===== config.mk =====
export PLATFORM = sky130hd
export DESIGN_NAME = mc_control_unit
export DESIGN_NICKNAME = d
export VERILOG_FILES = /design/src/rtl/mc_ctrl_pkg.sv /design/src/rtl/mc_wait_counter.sv /design/src/rtl/mc_control_unit.sv
export SDC_FILE = /design/constraint.sdc
export NUM_CORES = 1
export LEC_CHECK = 0
export CAP_MARGIN = 0
export CORE_ASPECT_RATIO = 1.5
export CORE_UTILIZATION = 48
export CTS_BUF_LIST = sky130_fd_sc_hd__clkbuf_4 sky130_fd_sc_hd__clkbuf_8 sky130_fd_sc_hd__clkbuf_16
export DETAILED_ROUTE_END_ITERATION = 10
export HOLD_SLACK_MARGIN = 0.02
export PLACE_DENSITY = 0.84
export REMOVE_ABC_BUFFERS = 1
export SYNTH_ARGS = -nofsm -noshare
export SYNTH_HDL_FRONTEND = slang
export SYNTH_SLANG_ARGS = --single-unit

===== constraint.sdc =====
create_clock -name clk -period 2.4 [get_ports clk]
set_input_delay 0.36 -clock clk [delete_from_list [all_inputs] [get_ports clk]]
set_output_delay 0.36 -clock clk [all_outputs]
set_load 0.02 [all_outputs]

===== src/rtl/mc_ctrl_pkg.sv =====
// Shared encodings for the multicycle control unit and the datapath operand mux.
package mc_ctrl_pkg;

  typedef enum logic [2:0] {
    ST_IDLE   = 3'd0,
    ST_FETCH  = 3'd1,
    ST_DECODE = 3'd2,
    ST_EXEC   = 3'd3,
    ST_MEM    = 3'd4,
    ST_WB     = 3'd5,
    ST_HALT   = 3'd6
  } state_e;

  localparam logic [2:0] OP_NOP   = 3'b000;
  localparam logic [2:0] OP_ADD   = 3'b001;
  localparam logic [2:0] OP_ADDI  = 3'b010;
  localparam logic [2:0] OP_LOAD  = 3'b011;
  localparam logic [2:0] OP_STORE = 3'b100;
  localparam logic [2:0] OP_BEQZ  = 3'b101;
  localparam logic [2:0] OP_SUB   = 3'b110;
  localparam logic [2:0] OP_HALT  = 3'b111;

  localparam logic [1:0] SEL_B = 2'b00;
  localparam logic [1:0] SEL_C = 2'b01;
  localparam logic [1:0] SEL_D = 2'b10;

  localparam logic [1:0] ALU_PASS = 2'b00;
  localparam logic [1:0] ALU_ADD  = 2'b01;
  localparam logic [1:0] ALU_SUB  = 2'b10;

  localparam int WAIT_W = 4;

endpackage


===== src/rtl/mc_wait_counter.sv =====
// Memory-latency down-counter; reloads on every state change, last_o marks the final wait cycle.
module mc_wait_counter
  import mc_ctrl_pkg::*;
#(
  parameter int MEM_LAT = 1
) (
  input  logic clk,
  input  logic rst_n,
  input  logic clr_i,
  input  logic en_i,
  output logic last_o
);

  localparam logic [WAIT_W-1:0] RELOAD = WAIT_W'(MEM_LAT - 1);

  logic [WAIT_W-1:0] cnt_q, cnt_d;

  always_comb begin
    cnt_d = cnt_q;
    if (clr_i) begin
      cnt_d = RELOAD;
    end else if (en_i && (cnt_q != '0)) begin
      cnt_d = cnt_q - 1'b1;
    end
  end

  always_ff @(posedge clk or negedge rst_n) begin
    if (!rst_n) begin
      cnt_q <= '0;
    end else begin
      cnt_q <= cnt_d;
    end
  end

  assign last_o = (cnt_q == '0);

endmodule


===== src/rtl/mc_control_unit.sv =====
// Multicycle control FSM for the 8-bit RTN datapath: sequences fetch/decode/exec/mem/wb.
//
// state  | meaning
// IDLE   | waiting for start
// FETCH  | instruction read, MEM_LAT cycles; IR load + PC increment on last cycle
// DECODE | opcode captured into op_q, dispatch
// EXEC   | ALU operation or BEQZ branch decision
// MEM    | LOAD read / STORE write, MEM_LAT cycles
// WB     | accumulator write-back
// HALT   | stopped until reset
module mc_control_unit
  import mc_ctrl_pkg::*;
#(
  parameter int MEM_LAT = 1,
  parameter int OPW     = 3
) (
  input  logic           clk,
  input  logic           rst_n,
  input  logic           start,
  input  logic [OPW-1:0] opcode,
  input  logic           zero,
  output logic [1:0]     mux_sel,
  output logic [1:0]     alu_op,
  output logic           mem_rd,
  output logic           mem_wr,
  output logic           ir_ld,
  output logic           pc_inc,
  output logic           pc_ld,
  output logic           acc_ld,
  output logic           busy,
  output logic           halted,
  output logic           retire,
  output logic [7:0]     instr_cnt,
  output logic [2:0]     state
);

  state_e         state_q, state_d;
  logic [OPW-1:0] op_q, op_d;
  logic           retire_q, retire_d;
  logic [7:0]     instr_cnt_q, instr_cnt_d;
  logic           wait_last;
  logic [2:0]     op_c, in_c;
  logic [1:0]     op_sel, op_alu;

  assign op_c = 3'(op_q);
  assign in_c = 3'(opcode);

  mc_wait_counter #(
    .MEM_LAT (MEM_LAT)
  ) u_wait (
    .clk    (clk),
    .rst_n  (rst_n),
    .clr_i  (state_d != state_q),
    .en_i   ((state_q == ST_FETCH) || (state_q == ST_MEM)),
    .last_o (wait_last)
  );

  always_ff @(posedge clk or negedge rst_n) begin
    if (!rst_n) begin
      state_q     <= ST_IDLE;
      op_q        <= '0;
      retire_q    <= 1'b0;
      instr_cnt_q <= '0;
    end else begin
      state_q     <= state_d;
      op_q        <= op_d;
      retire_q    <= retire_d;
      instr_cnt_q <= instr_cnt_d;
    end
  end

  // retire_d marks the cycle that completes an instruction; the visible pulse is
  // registered so it never depends on the unregistered opcode seen in DECODE.
  always_comb begin
    state_d  = state_q;
    op_d     = op_q;
    retire_d = 1'b0;
    case (state_q)
      ST_IDLE:   if (start) state_d = ST_FETCH;
      ST_FETCH:  if (wait_last) state_d = ST_DECODE;
      ST_DECODE: begin
        op_d = opcode;
        case (in_c)
          OP_NOP:            begin state_d = ST_FETCH; retire_d = 1'b1; end
          OP_HALT:           begin state_d = ST_HALT;  retire_d = 1'b1; end
          OP_LOAD, OP_STORE: state_d = ST_MEM;
          default:           state_d = ST_EXEC;
        endcase
      end
      ST_EXEC: begin
        if (op_c == OP_BEQZ) begin
          state_d  = ST_FETCH;
          retire_d = 1'b1;
        end else begin
          state_d = ST_WB;
        end
      end
      ST_MEM: begin
        if (wait_last) begin
          if (op_c == OP_LOAD) begin
            state_d = ST_WB;
          end else begin
            state_d  = ST_FETCH;
            retire_d = 1'b1;
          end
        end
      end
      ST_WB:   begin state_d = ST_FETCH; retire_d = 1'b1; end
      ST_HALT: state_d = ST_HALT;
      default: state_d = ST_IDLE;
    endcase
    instr_cnt_d = instr_cnt_q + {7'd0, retire_d};
  end

  always_comb begin
    op_sel = SEL_B;
    op_alu = ALU_PASS;
    case (op_c)
      OP_ADD:  begin op_sel = SEL_B; op_alu = ALU_ADD; end
      OP_SUB:  begin op_sel = SEL_B; op_alu = ALU_SUB; end
      OP_ADDI: begin op_sel = SEL_C; op_alu = ALU_ADD; end
      OP_BEQZ: op_sel = SEL_C;
      OP_LOAD: op_sel = SEL_D;
      default: ;
    endcase
  end

  always_comb begin
    mux_sel = SEL_B;
    alu_op  = ALU_PASS;
    mem_rd  = 1'b0;
    mem_wr  = 1'b0;
    ir_ld   = 1'b0;
    pc_inc  = 1'b0;
    pc_ld   = 1'b0;
    acc_ld  = 1'b0;
    case (state_q)
      ST_FETCH: begin
        mem_rd = 1'b1;
        ir_ld  = wait_last;
        pc_inc = wait_last;
      end
      ST_EXEC: begin
        mux_sel = op_sel;
        alu_op  = op_alu;
        pc_ld   = (op_c == OP_BEQZ) && zero;
      end
      ST_MEM: begin
        mux_sel = op_sel;
        mem_rd  = (op_c == OP_LOAD);
        mem_wr  = (op_c != OP_LOAD);
      end
      ST_WB: begin
        mux_sel = op_sel;
        alu_op  = op_alu;
        acc_ld  = 1'b1;
      end
      default: ;
    endcase
  end

  assign busy      = (state_q != ST_IDLE) && (state_q != ST_HALT);
  assign halted    = (state_q == ST_HALT);
  assign retire    = retire_q;
  assign instr_cnt = instr_cnt_q;
  assign state     = state_q;

endmodule

Word-level counts from Yosys, hierarchy flattened
Cells that the tools add are included.
{"block": "totals", "regBits": 19, "wordCells": 63}
{"block": "op_classes", "n_addsub": 2, "n_eq_ne": 17, "muxes": 23, "n_reduce_logical": 16}
{"op": "$eq 3x3->1 const B", "n": 7}
{"op": "$pmux 3 s7", "n": 1}
{"op": "$eq 3x2->1 const B", "n": 5}
{"op": "$mux 3", "n": 5}
{"op": "$reduce_or 2->1", "n": 5}
{"op": "$pmux 3 s3", "n": 1}
{"op": "$add 8x1->8", "n": 1}
{"op": "$mux 1", "n": 8}
{"op": "$mux 4", "n": 2}
{"op": "$pmux 2 s2", "n": 2}
{"op": "$eq 3x1->1 const B", "n": 2}
{"op": "$logic_not 3->1", "n": 2}
{"op": "$logic_not 4->1", "n": 1}
{"op": "$mux 2", "n": 2}
{"op": "$pmux 1 s4", "n": 1}
{"op": "$reduce_bool 4->1", "n": 1}
{"op": "$sub 4x1->4 const B", "n": 1}
{"op": "$logic_and 1x1->1", "n": 3}
{"op": "$ne 3x2->1 const B", "n": 1}
{"op": "$ne 3x3->1", "n": 1}
{"op": "$ne 3x3->1 const B", "n": 1}
{"op": "$reduce_bool 3->1", "n": 1}
{"op": "$reduce_or 3->1", "n": 1}
{"op": "$pmux 1 s2", "n": 1}
{"op": "other kinds (2)", "n": 2}

Longest topological paths before layout
{"block": "depth", "ltp_word": 6, "ltp_mapped": 9}

Hierarchy
A second synthesis with hierarchy kept.
{"block": "unflattened", "cells_unflattened": 117, "area_unflattened_um2": 1142.3}
{"mod": "mc_control_unit", "n_inst": 1, "cells_per_inst": 93, "area_each_um2": 894.6, "seq_area_each_um2": 375.4}
{"mod": "mc_wait_counter", "n_inst": 1, "cells_per_inst": 24, "area_each_um2": 247.7, "seq_area_each_um2": 100.1}

Least setup slack after synthesis
No wires, ideal clock.
{"block": "synth_path", "path_type": "register -> output", "from": "reg u_wait.cnt_q[0]", "to": "out pc_inc", "arrival_ps": 1786, "required_time_ps": 2040, "path_slack_ps": 254, "path_stages_with_launch": 6, "n_path_buf": 1, "path_cell_list": "dfrtp_1 inv_1 ha_1 nor3b_4 nor4b_2 buf_4"}
{"block": "synth_via", "elab_chain_len": 2}
{"element": "start, declared", "line": "mc_wait_counter.sv:16", "text": "logic [WAIT_W-1:0] cnt_q, cnt_d;"}
{"element": "start signal, assigned", "line": "mc_wait_counter.sv:31", "text": "cnt_q <= cnt_d;"}
{"element": "$logic_not 4->1", "line": "mc_wait_counter.sv:35", "text": "assign last_o = (cnt_q == '0);"}
{"element": "$mux 1"}
{"element": "end, declared", "line": "mc_control_unit.sv:27", "text": "output logic pc_inc,"}
No other way between the ends.

Worst setup path in the final report
{"block": "layout_path", "from": "reg state_q[1] (netlist: state[1])", "to": "out mem_wr"}
{"block": "layout_via", "elab_chain_len": 2}
{"element": "start, declared", "line": "mc_control_unit.sv:37", "text": "state_e state_q, state_d;"}
{"element": "start signal, assigned", "line": "mc_control_unit.sv:65", "text": "state_q <= state_d;"}
{"element": "$eq 3x3->1", "line": "mc_control_unit.sv:137", "text": "case (state_q)"}
{"element": "$mux 1", "line": "mc_control_unit.sv:137"}
{"element": "end, declared", "line": "mc_control_unit.sv:25", "text": "output logic mem_wr,"}
No other way between the ends.

==> impl_metrics.toml <==
[status]
run_status = "completed"

[route]
detailedRoute.firstPassIterationCount = 4
remaining_drc_errors = 0
routed_via_density = 5.95
vias = 1041
initialDrtViolationCount = 45
detailed_route_wire_length_um = 2560
drtAntennaViolNets = 0
wl_per_cell_um = 14.6

[synth]
yosys.area_share.simple_pct = 26.6
synth-xor-area-share_pct = 8.18
synth_adder_area_share_pct = 4.25
synth.avg_cell_area_sq_um = 9.98
seq_area_frac_synth_pct = 40.4
post_synth_instance_area_sq_um = 1180
synth_largest_area_cell = "sky130_fd_sc_hd__dfrtp_1"
synth-async-reset-ratio_pct = 100
synth_edf_count = 0
ys_dominant_reg_cell = "sky130_fd_sc_hd__dfrtp_1"
ys.warnings.count = 0
dominant_combinational_cell_family_by_area_after_synthesis = "simple AND/OR/NAND/NOR gates"
post_synth_main_area_contributors = "sky130_fd_sc_hd__dfrtp_1, sky130_fd_sc_hd__xnor2_1, sky130_fd_sc_hd__ha_1, sky130_fd_sc_hd__nor2_1, sky130_fd_sc_hd__a21oi_1"
synth_seq_cells = 19
proportion_of_synthesized_area_in_mux_cells_pct = 3.08
syn_inst = 118
synthDistinctLibCells = 39
synthesized_area_fraction_occupied_by_ao_oa_aoi_and_oai_cells_pct = 13.7
post_synth_most_frequent_cells = "sky130_fd_sc_hd__dfrtp_1, sky130_fd_sc_hd__nor2_1, sky130_fd_sc_hd__xnor2_1, sky130_fd_sc_hd__nand2_1, sky130_fd_sc_hd__a21oi_1"
yosysMostFrequentCell = "sky130_fd_sc_hd__dfrtp_1"
synth_largest_type_area_fraction_pct = 40.4

[placed_design]
buffer_ports.inserted = 30
hpwl_um = 1970
final_estimated_routing_congestion_in_global_placement = 0.807

[run]
maxCapViolations = 0

[setup_path]
element_type_at_the_critical_path_start = "register"
critical_path_data_arrival_time_ns = 1.94
crit_type = "register to output pin"
endpoint_kind = "output pin"
critical-path-max-stage-delay_ns = 0.64
crit_path_max_fanout = 7
worst-endpoint-required_ns = 2.04
crit_path_top_delay_cell = "sky130_fd_sc_hd__clkdlybuf4s50_1"
critical_path.cell_chain = "nand2b_1 > nor3b_1 > clkdlybuf4s50_1"

[timing]
final_max_slew_viol_count = 0
worstMarginPinSlew_ns = 0.375
report.final.hold_viol_count = 0
final_min_period_over_clock_period_pct = 95.8
timing.clock.skew_ns = 0.00476
rsz0062_at_grt = "false"
final.min_clock_period_ns = 2.30
hold-worst-slack_ns = 0.390
finalSetupTns_ns = 0
max_slew_margin_pct = 74.9
achievable_frequency_ghz = 0.435
setup-violations-final = 0

[global_routing]
groute.usage.overall_pct = 21.0
grt_pass1_vias = 1042
antenna_violations_before_repair = 0
grt_overflow_total = 0
maximum_number_of_pins_on_one_net_before_global_route_repair = 20
grt_first_pass_wirelength_um = 4420

[power_and_ir_drop]
power_switching_share_pct = 45.4
cellInternalPower_mw = 0.984
seq_power_share_pct = 31.4
clock_power_share_pct = 9.5
max-vdd-ir-drop_v = 0.000907
power.density_cell_area_nw_per_um2 = 1160
sw_pwr_mw = 0.819
total_power_mw = 1.80
leakagePower_nw = 0.726
part_of_the_power_in_combinational_logic_pct = 59.1

[floorplanning]
floorplan.die_area_sq_um = 2660
floorplan.die.height_um = 62.7
rows = 21
ios = 31
start_util_pct = 51.5
die_w_um = 42.4
floorplan_core_area_sq_um = 2290

[clock_network]
tritoncts_clock_tree = "done"
cts_htree_levels = 1
postCtsHoldBufs = 0
clock_sink_count = 19
cts-root-to-sink-buffers = 2
post-cts-setup-buffers = 0
cts-root-buf = "sky130_fd_sc_hd__clkbuf_4"
path_clk_slew_ns = 0.10
cts-buffers-inserted = 3
insertion_delay_ns = 0.30

[finish]
diodes = 0
layout-area-overhead-vs-synth_pct = 32.3
finish.net_count = 164
drive_gt1_share_pct = 15.8

[hold_path]
hold_path.class = "input port to async pin"
timing repair:
item	CTS	global route
gates resized for setup	3	6
endpoints found under the hold margin	0	0
endpoints found under the setup margin	4	5
registers in the layout, summed over array words and instances (netlist names):
register and count:
op_c 3, state 3, instr_cnt 8, u_wait.cnt_q 4
retire 1
cells in the final DEF, fill, tap and decap left out, types with 2 or more instances in the layout:
| master | n |
|---|---|
| sky130_fd_sc_hd__xor2_1 | 2 |
| sky130_fd_sc_hd__nor3_1 | 5 |
| sky130_fd_sc_hd__and2_1 | 2 |
| sky130_fd_sc_hd__buf_4 | 5 |
| sky130_fd_sc_hd__a21oi_1 | 6 |
| sky130_fd_sc_hd__nor3b_1 | 3 |
| sky130_fd_sc_hd__xnor2_1 | 9 |
| sky130_fd_sc_hd__o22ai_1 | 2 |
| sky130_fd_sc_hd__nor4b_2 | 2 |
| sky130_fd_sc_hd__nand2_1 | 7 |
| sky130_fd_sc_hd__dlymetal6s2s_1 | 5 |
| sky130_fd_sc_hd__dfrtp_1 | 18 |
| sky130_fd_sc_hd__ha_1 | 4 |
| sky130_fd_sc_hd__and3_1 | 3 |
| sky130_fd_sc_hd__mux2_2 | 2 |
| sky130_fd_sc_hd__clkdlybuf4s50_1 | 23 |
| sky130_fd_sc_hd__inv_1 | 4 |
| sky130_fd_sc_hd__nor2_1 | 12 |
| sky130_fd_sc_hd__nor3_2 | 2 |
| sky130_fd_sc_hd__o21ai_0 | 2 |
| sky130_fd_sc_hd__a211o_1 | 2 |
| sky130_fd_sc_hd__clkbuf_4 | 4 |
| sky130_fd_sc_hd__nand3_1 | 5 |
| sky130_fd_sc_hd__dlygate4sd2_1 | 2 |
| sky130_fd_sc_hd__o21ai_1 | 2 |
| sky130_fd_sc_hd__nand2b_1 | 2 |
final cells by class:
| class | instances | area [sq um] |
|---|---|---|
| Clock buffer | 4 | 30.0 |
| Fill cell | 166 | 728 |
| Inverter | 4 | 15.0 |
| Multi-Input combinational cell | 90 | 659 |
| Sequential cell | 19 | 477 |
| Tap cell | 23 | 28.8 |
| Timing Repair Buffer | 35 | 348 |
critical path, delay by kind of cell (launching register included):
kind	cells	cell delay, ns
buffers and inverters	1	0.64
flip-flops	1	0.47
AND/OR/NAND/NOR	2	0.53
logic make-up (layout without fill, tap and decap cells):
family / count (synthesis) / count (layout)
AOI/OAI and AO/OA: 21 / 21
xor gates and xnor gates: 11 / 11
and+or+nand+nor: 51 / 51
DFF: 19 / 19
muxes: 3 / 3
buffers and inverters: 9 / 43
adders and majority gates: 4 / 4
layer usage:
metal	vias up	wire, um	global-route usage (%)
met5	-	0	0
met4	0	31	8.20
met3	4	124	2.60
met2	38	1390	38.3
met1	512	1020	24.0
li1	487	-	-
worst paths after layout:
path                       slack (ns)             from           end  cells after the start
max                              0.10         state[1]        mem_wr                      3
min                              0.39            rst_n      state[2]                      2
max reg2reg                      0.29  u_wait.cnt_q[0]  instr_cnt[5]                     10
min reg2reg                      0.48     instr_cnt[7]  instr_cnt[7]                      1
max in group asynchronous        1.80            rst_n      state[0]                      2
min in group clk                 0.48     instr_cnt[7]  instr_cnt[7]                      1
power groups by stage:
stage	logic [mW]	registers, mW	clock network [mW]
2_1_floorplan	0.510	0.684	0
3_3_place_gp	1.06	0.559	0
4_1_cts	1.07	0.562	0.174
3_5_place_dp	1.08	0.566	0
6_report	1.07	0.565	0.171
5_1_grt	1.15	0.583	0.194
per-stage QoR:
stage	utilization, %	instance area [sq um]	cells	worst slack [ns]
2_1_floorplan	-	1150	113	0.236
3_3_place_gp	66.2	1510	171	0.174
3_5_place_dp	66.2	1510	171	0.0924
4_1_cts	67.5	1540	175	0.00843
5_1_grt	68.1	1560	175	0.00800
6_report	68.1	1560	175	0.101
Note: power is estimated with default switching activity, not from simulation.
==> variant 1, RTL diff (config.mk and constraints unchanged) <==
The output `retire` loses its register stage (`retire_q` becomes a continuous assignment).
--- a/src/rtl/mc_control_unit.sv
+++ b/src/rtl/mc_control_unit.sv
@@ -61,3 +61,2 @@
       op_q        <= '0;
-      retire_q    <= 1'b0;
       instr_cnt_q <= '0;
@@ -66,3 +65,2 @@
       op_q        <= op_d;
-      retire_q    <= retire_d;
       instr_cnt_q <= instr_cnt_d;
@@ -70,2 +68,4 @@
   end
+
+  assign retire_q = retire_d;
 
Check against the original RTL: not equivalent (Yosys sat finds a counterexample within 4 cycles, from zero or initial values and one cycle with rst_n low).
==> variant 1 against the original RTL <==
  * Setup slack better by 9.9 ps
  * Routed wire length decreased by 0.12%
  * Sequential cell count decreased by 1
  * Sequential share of layout area shrank 1.7 points
  * Cell area up 0.32%
  * Non-clock buffer count grew 3
  * Register-to-register slack got worse by 120 ps
  * Worst hold slack improved by 110 ps
  * Via count is 0.48% higher
  * Highest routed layer unchanged
  * Total power up 1.8%
  * First-iteration DRC count rose by 11%
  * Synthesized area shrank 2.1%
==> variant 1: results (changes against the original RTL) <==
stage;metric;value;unit;change
pwr;worst vdd ir;0.000754;V;-17%
synthesis;syn avg cell area;9.85;um^2;-1.3%
clocking;clock transition at the registers of the reported paths;100;ps;about the same
sta;clock skew;6.09;ps;+1.32 ps
detailed_routing;drt pass-1 iters;4;;unchanged
synthesis;Synth Flop Type;dfrtp_1;;
worst_setup_path;Critical Path AT;1930;ps;
global_routing;met1 usage;23.2;%;-0.85 points
synthesis;Synth Area in Compound Gates;14.0;%;+0.30 points
synthesis;Adder-Cell Fraction of Synth Area;4.34;%;+0.092 points
global_routing;largest net degree at the start of global routing;19;;-5.0%
outcome;status;completed;;
placed_design;RePlAce Congestion;0.806;;-0.17%
worst_setup_path;slowest CP cell;clkdlybuf4s50_1;;
placed_design;Inst Count DP;173;;+1.2%
synthesis;Yosys warning count;0;;unchanged
clocking;worst skew pair latency;310;ps;
global_routing;grt met3 use;1.73;%;-0.87 points
worst_setup_path;max incr delay on CP;650;ps;
global_routing;grt met2 use;39.5;%;+1.2 points
detailed_routing;routed wire length;2560;um;-0.12%
global_routing;vias in the first global route;944;;-9.4%
detailed_routing;initial drt markers;50;;+11%
worst_setup_path;Crit Path Max Fanout;6;;-1
detailed_routing;DR vias/cell;5.91;;-0.66%
synthesis;number of library cell types mapped by synthesis;39;;unchanged
synthesis;dominant cells by area after synthesis;dfrtp_1, xnor2_1, ha_1;;
placed_design;detailed placer's ending HPWL;1970;um;about the same
synthesis;post-synthesis xor/xnor area fraction;8.36;%;+0.18 points
synthesis;sequential fraction of the synthesis area;39.1;%;-1.3 points
sta;Slew HR;47.9;%;-27 points
placed_design;Setup Slack @ Placement;-57.2;ps;-150 ps
layout;# fillers;170;;+2.4%
detailed_routing;via count;1046;;+0.48%
placed_design;Placed Area;0.00151;mm^2;-0.17%
detailed_routing;M1 WL;1010;um;-1.3%
synthesis;proportion of synthesized area in mux cells;3.15;%;+0.067 points
synthesis;top cells by count, synth;dfrtp_1, nor2_1, xnor2_1;;
pwr;Net Sw Frac;45.7;%;+0.31 points
clocking;Bufs on Longest Clock Path;2;;unchanged
layout;layout cells sized above 1;17.5;%;+1.7 points
detailed_routing;highest routed metal layer;met4;;
global_routing;global-route wire length before repair;4050;um;-8.3%
global_routing;Total GRT Usage;20.9;%;-0.065 points
pwr;Leak Pwr;0.739;nW;+1.8%
detailed_routing;metal3 WL;132;um;+6.5%
detailed_routing;met2 WL post-DR;1350;um;-2.5%
[variant 1: cell types whose count changed in the layout (fill, tap and decap cells not counted)]
| cell | before | now |
|---|---|---|
| nor4b_4 | 0 | 1 |
| dfrtp_1 | 18 | 17 |
| buf_4 | 5 | 8 |
| clkbuf_8 | 0 | 1 |
| clkbuf_4 | 4 | 3 |
| clkdlybuf4s50_1 | 23 | 22 |
| nor2b_2 | 1 | 0 |
| nor2b_1 | 0 | 1 |
| nor4b_2 | 2 | 1 |
| clkbuf_2 | 0 | 1 |
[variant 1: path summary, 6_finish.rpt]
| path | endpoint | slack (ps) | from | depth (start not counted) |
|---|---|---|---|---|
| max in group asynchronous | state[0] | 1370 | rst_n | 1 |
| worst max-delay path | mem_wr | 110 | state[1] | 3 |
| worst max register to register | instr_cnt[7] | 170 | u_wait.cnt_q[0] | 10 |
| min in group clk | instr_cnt[5] | 500 | instr_cnt[5] | 1 |
| worst min-delay path | instr_cnt[6] | 500 | rst_n | 1 |
| worst min register to register | instr_cnt[5] | 500 | instr_cnt[5] | 1 |
[variant 1: area by class of cell]
type,instances,area [um^2],share of cell area (%)
Clock buffer,4,36.3,2.32
Multi-Input combinational cell,90,666,42.6
Sequential cell,18,452,28.9
Timing Repair Buffer,38,365,23.4
Tap cell,23,28.8,1.84
Inverter,4,15.0,0.961
[variant 1: power by group through the flow]
stage	registers, mW	clock network [mW]	logic (mW)
floorplan	0.652	0	0.524
global placement	0.530	0	1.09
detailed placement	0.541	0	1.12
CTS	0.537	0.194	1.10
global route	0.561	0.204	1.19
finish	0.541	0.190	1.10
[variant 1: repair_timing]
| item | 4_1_cts | 5_1_grt |
|---|---|---|
| setup endpoints to repair | 5 | 8 |
| hold buffers | 0 | 0 |
| gates resized for setup | 4 | 8 |
| gates cloned | 0 | 0 |
==> variant 2, RTL diff (config.mk and constraints unchanged) <==
Made on the original files. Change the package constant `WAIT_W` from 4 to 3.
--- a/src/rtl/mc_ctrl_pkg.sv
+++ b/src/rtl/mc_ctrl_pkg.sv
@@ -30,3 +30,3 @@
 
-  localparam int WAIT_W = 4;
+  localparam int WAIT_W = 3;
 
Function: same outputs for any inputs over 10 cycles, from zero or initial values and one cycle with rst_n low; that may be too few to reach the edited logic, so the function may still have changed.
==> variant 2 against the original RTL <==
  * Total power rose by 4.8%
  * Fmax about the same
  * Count of clock-buffer cells in the layout is the same
  * First-iteration DRC count down 24%
  * Synthesized cell count shrank 0.85%
  * Register-to-register slack lost 60 ps
  * Sequential power decreased by 0.9%
  * Synthesized area shrank 0.11%
  * Sequential cell count decreased by 1
  * Core utilization rose by 1.4 points
  * Cell area rose by 2.1%
  * Setup slack got worse by 1.1 ps
  * Routed wire length grew 2.9%
  * Critical endpoint unchanged
==> variant 2: results (changes against the original RTL) <==
stage;metric;value;unit;change
global_routing;Total GRT Usage;21.2;%;+0.20 points
global_routing;global-route wire length before repair;4400;um;-0.32%
synthesis;dominant cells by area after synthesis;dfrtp_1, xnor2_1, ha_1;;
clocking;worst skew pair latency;300;ps;about the same
worst_setup_path;Critical Path AT;1940;ps;about the same
placed_design;number of buffers added on ports;30;;unchanged
detailed_routing;initial drt markers;34;;-24%
synthesis;top cells by count, synth;dfrtp_1, xnor2_1, a21oi_1, nor2_1;;
global_routing;grt met3 use;2.89;%;+0.29 points
layout;Largest register FFs;8;;unchanged
sta;clock skew;7.56;ps;+2.79 ps
global_routing;grt met2 use;37.3;%;-0.96 points
worst_setup_path;Worst R2R Setup Slack;230;ps;-60 ps
outcome;status;completed;;
worst_setup_path;Crit Path Max Fanout;7;;unchanged
pwr;worst vdd ir;0.000685;V;-24%
worst_setup_path;family with the most delay on the worst path;buffers and inverters;;
global_routing;vias in the first global route;1027;;-1.4%
clocking;clock transition at the registers of the reported paths;100;ps;about the same
placed_design;Inst Count DP;172;;+0.58%
clocking;H-tree depth;1;;unchanged
placed_design;Placed Area;0.00152;mm^2;+0.25%
layout;number of diodes;0;;unchanged
sta;f_max;0.435;GHz;about the same
worst_setup_path;Worst R2R Start;u_wait.cnt_q[0];;
layout;post-route non-filler standard cell count;178;;+1.7%
pwr;Leak Pwr;0.676;nW;-6.9%
detailed_routing;DR vias/cell;5.84;;-1.9%
global_routing;largest net degree at the start of global routing;19;;-5.0%
synthesis;sequential fraction of the synthesis area;38.3;%;-2.1 points
clocking;Bufs on Longest Clock Path;2;;unchanged
detailed_routing;drt pass-1 iters;4;;unchanged
hold_path;Hold/Removal Path Class;flip-flop to flip-flop;;
detailed_routing;routed wire length;2640;um;+2.9%
global_routing;initial antenna violation count;0;;unchanged
placed_design;Setup Slack @ Placement;-39.9;ps;-132 ps
worst_setup_path;max incr delay on CP;640;ps;about the same
sta;final hold slack;481;ps;+91.8 ps
global_routing;met1 usage;23.4;%;-0.66 points
worst_setup_path;crit path launch;state[1];;
synthesis;number of library cell types mapped by synthesis;39;;unchanged
clocking;CTS Buf Count;3;;unchanged
synthesis;syn avg cell area;10.1;um^2;+0.75%
worst_setup_path;slowest CP cell;clkdlybuf4s50_1;;
placed_design;detailed placer's ending HPWL;1910;um;-3.0%
run;max cap viols;0;;unchanged
layout;layout cells sized above 1;20.0;%;+4.2 points
synthesis;ys async rst share;100;%;unchanged
placed_design;RePlAce Congestion;0.853;;+5.7%
sta;Slew HR;45.2;%;-30 points
[variant 2: worst paths after layout]
check                           cells past startpoint      endpoint
worst min-delay path                                1  instr_cnt[7]
worst max register to register                     10  instr_cnt[6]
worst max-delay path                                4        mem_wr
max in group asynchronous                           1      state[1]
min in group asynchronous                           1      state[0]
worst min register to register                      1  instr_cnt[7]
[variant 2: cell type report]
class / count / area [um^2]
Fill cell: 180 / 696
Inverter: 3 / 11.3
Multi-Input combinational cell: 90 / 682
Clock buffer: 4 / 36.3
Tap cell: 23 / 28.8
Sequential cell: 18 / 454
Timing Repair Buffer: 40 / 378
[variant 2: per-layer routing]
layer | vias up | wire length, um
met5 | - | 0
met4 | 0 | 57
met3 | 7 | 114
met2 | 38 | 1450
met1 | 506 | 1020
li1 | 488 | -
[variant 2: timing repair]
action                                  CTS  global route
resized for setup                         7             3
endpoints found under the setup margin    5             2
buffers inserted                          2             0
pin swaps                                 0             0
[variant 2: cells by family (layout without fill, tap and decap cells)]
family | Yosys count | count (layout) | share of synthesized area (%)
AO/OA/AOI/OAI | 20 | 20 | 11.5
buffers and inverters | 9 | 47 | 5.00
XOR/XNOR | 10 | 10 | 7.45
AND/OR/NAND/NOR | 52 | 52 | 29.7
adder cells (fa/ha/maj) | 4 | 4 | 4.26
flip-flops | 18 | 18 | 38.3
multiplexers | 4 | 4 | 3.83
[variant 2: power breakdown]
group          switching [mW]  leakage (nW)  total [mW]  internal [mW]
logic                   0.603         0.430        1.14          0.540
registers               0.146         0.225       0.560          0.414
clock network          0.0952        0.0210       0.188         0.0926
total                   0.844         0.676        1.89           1.05
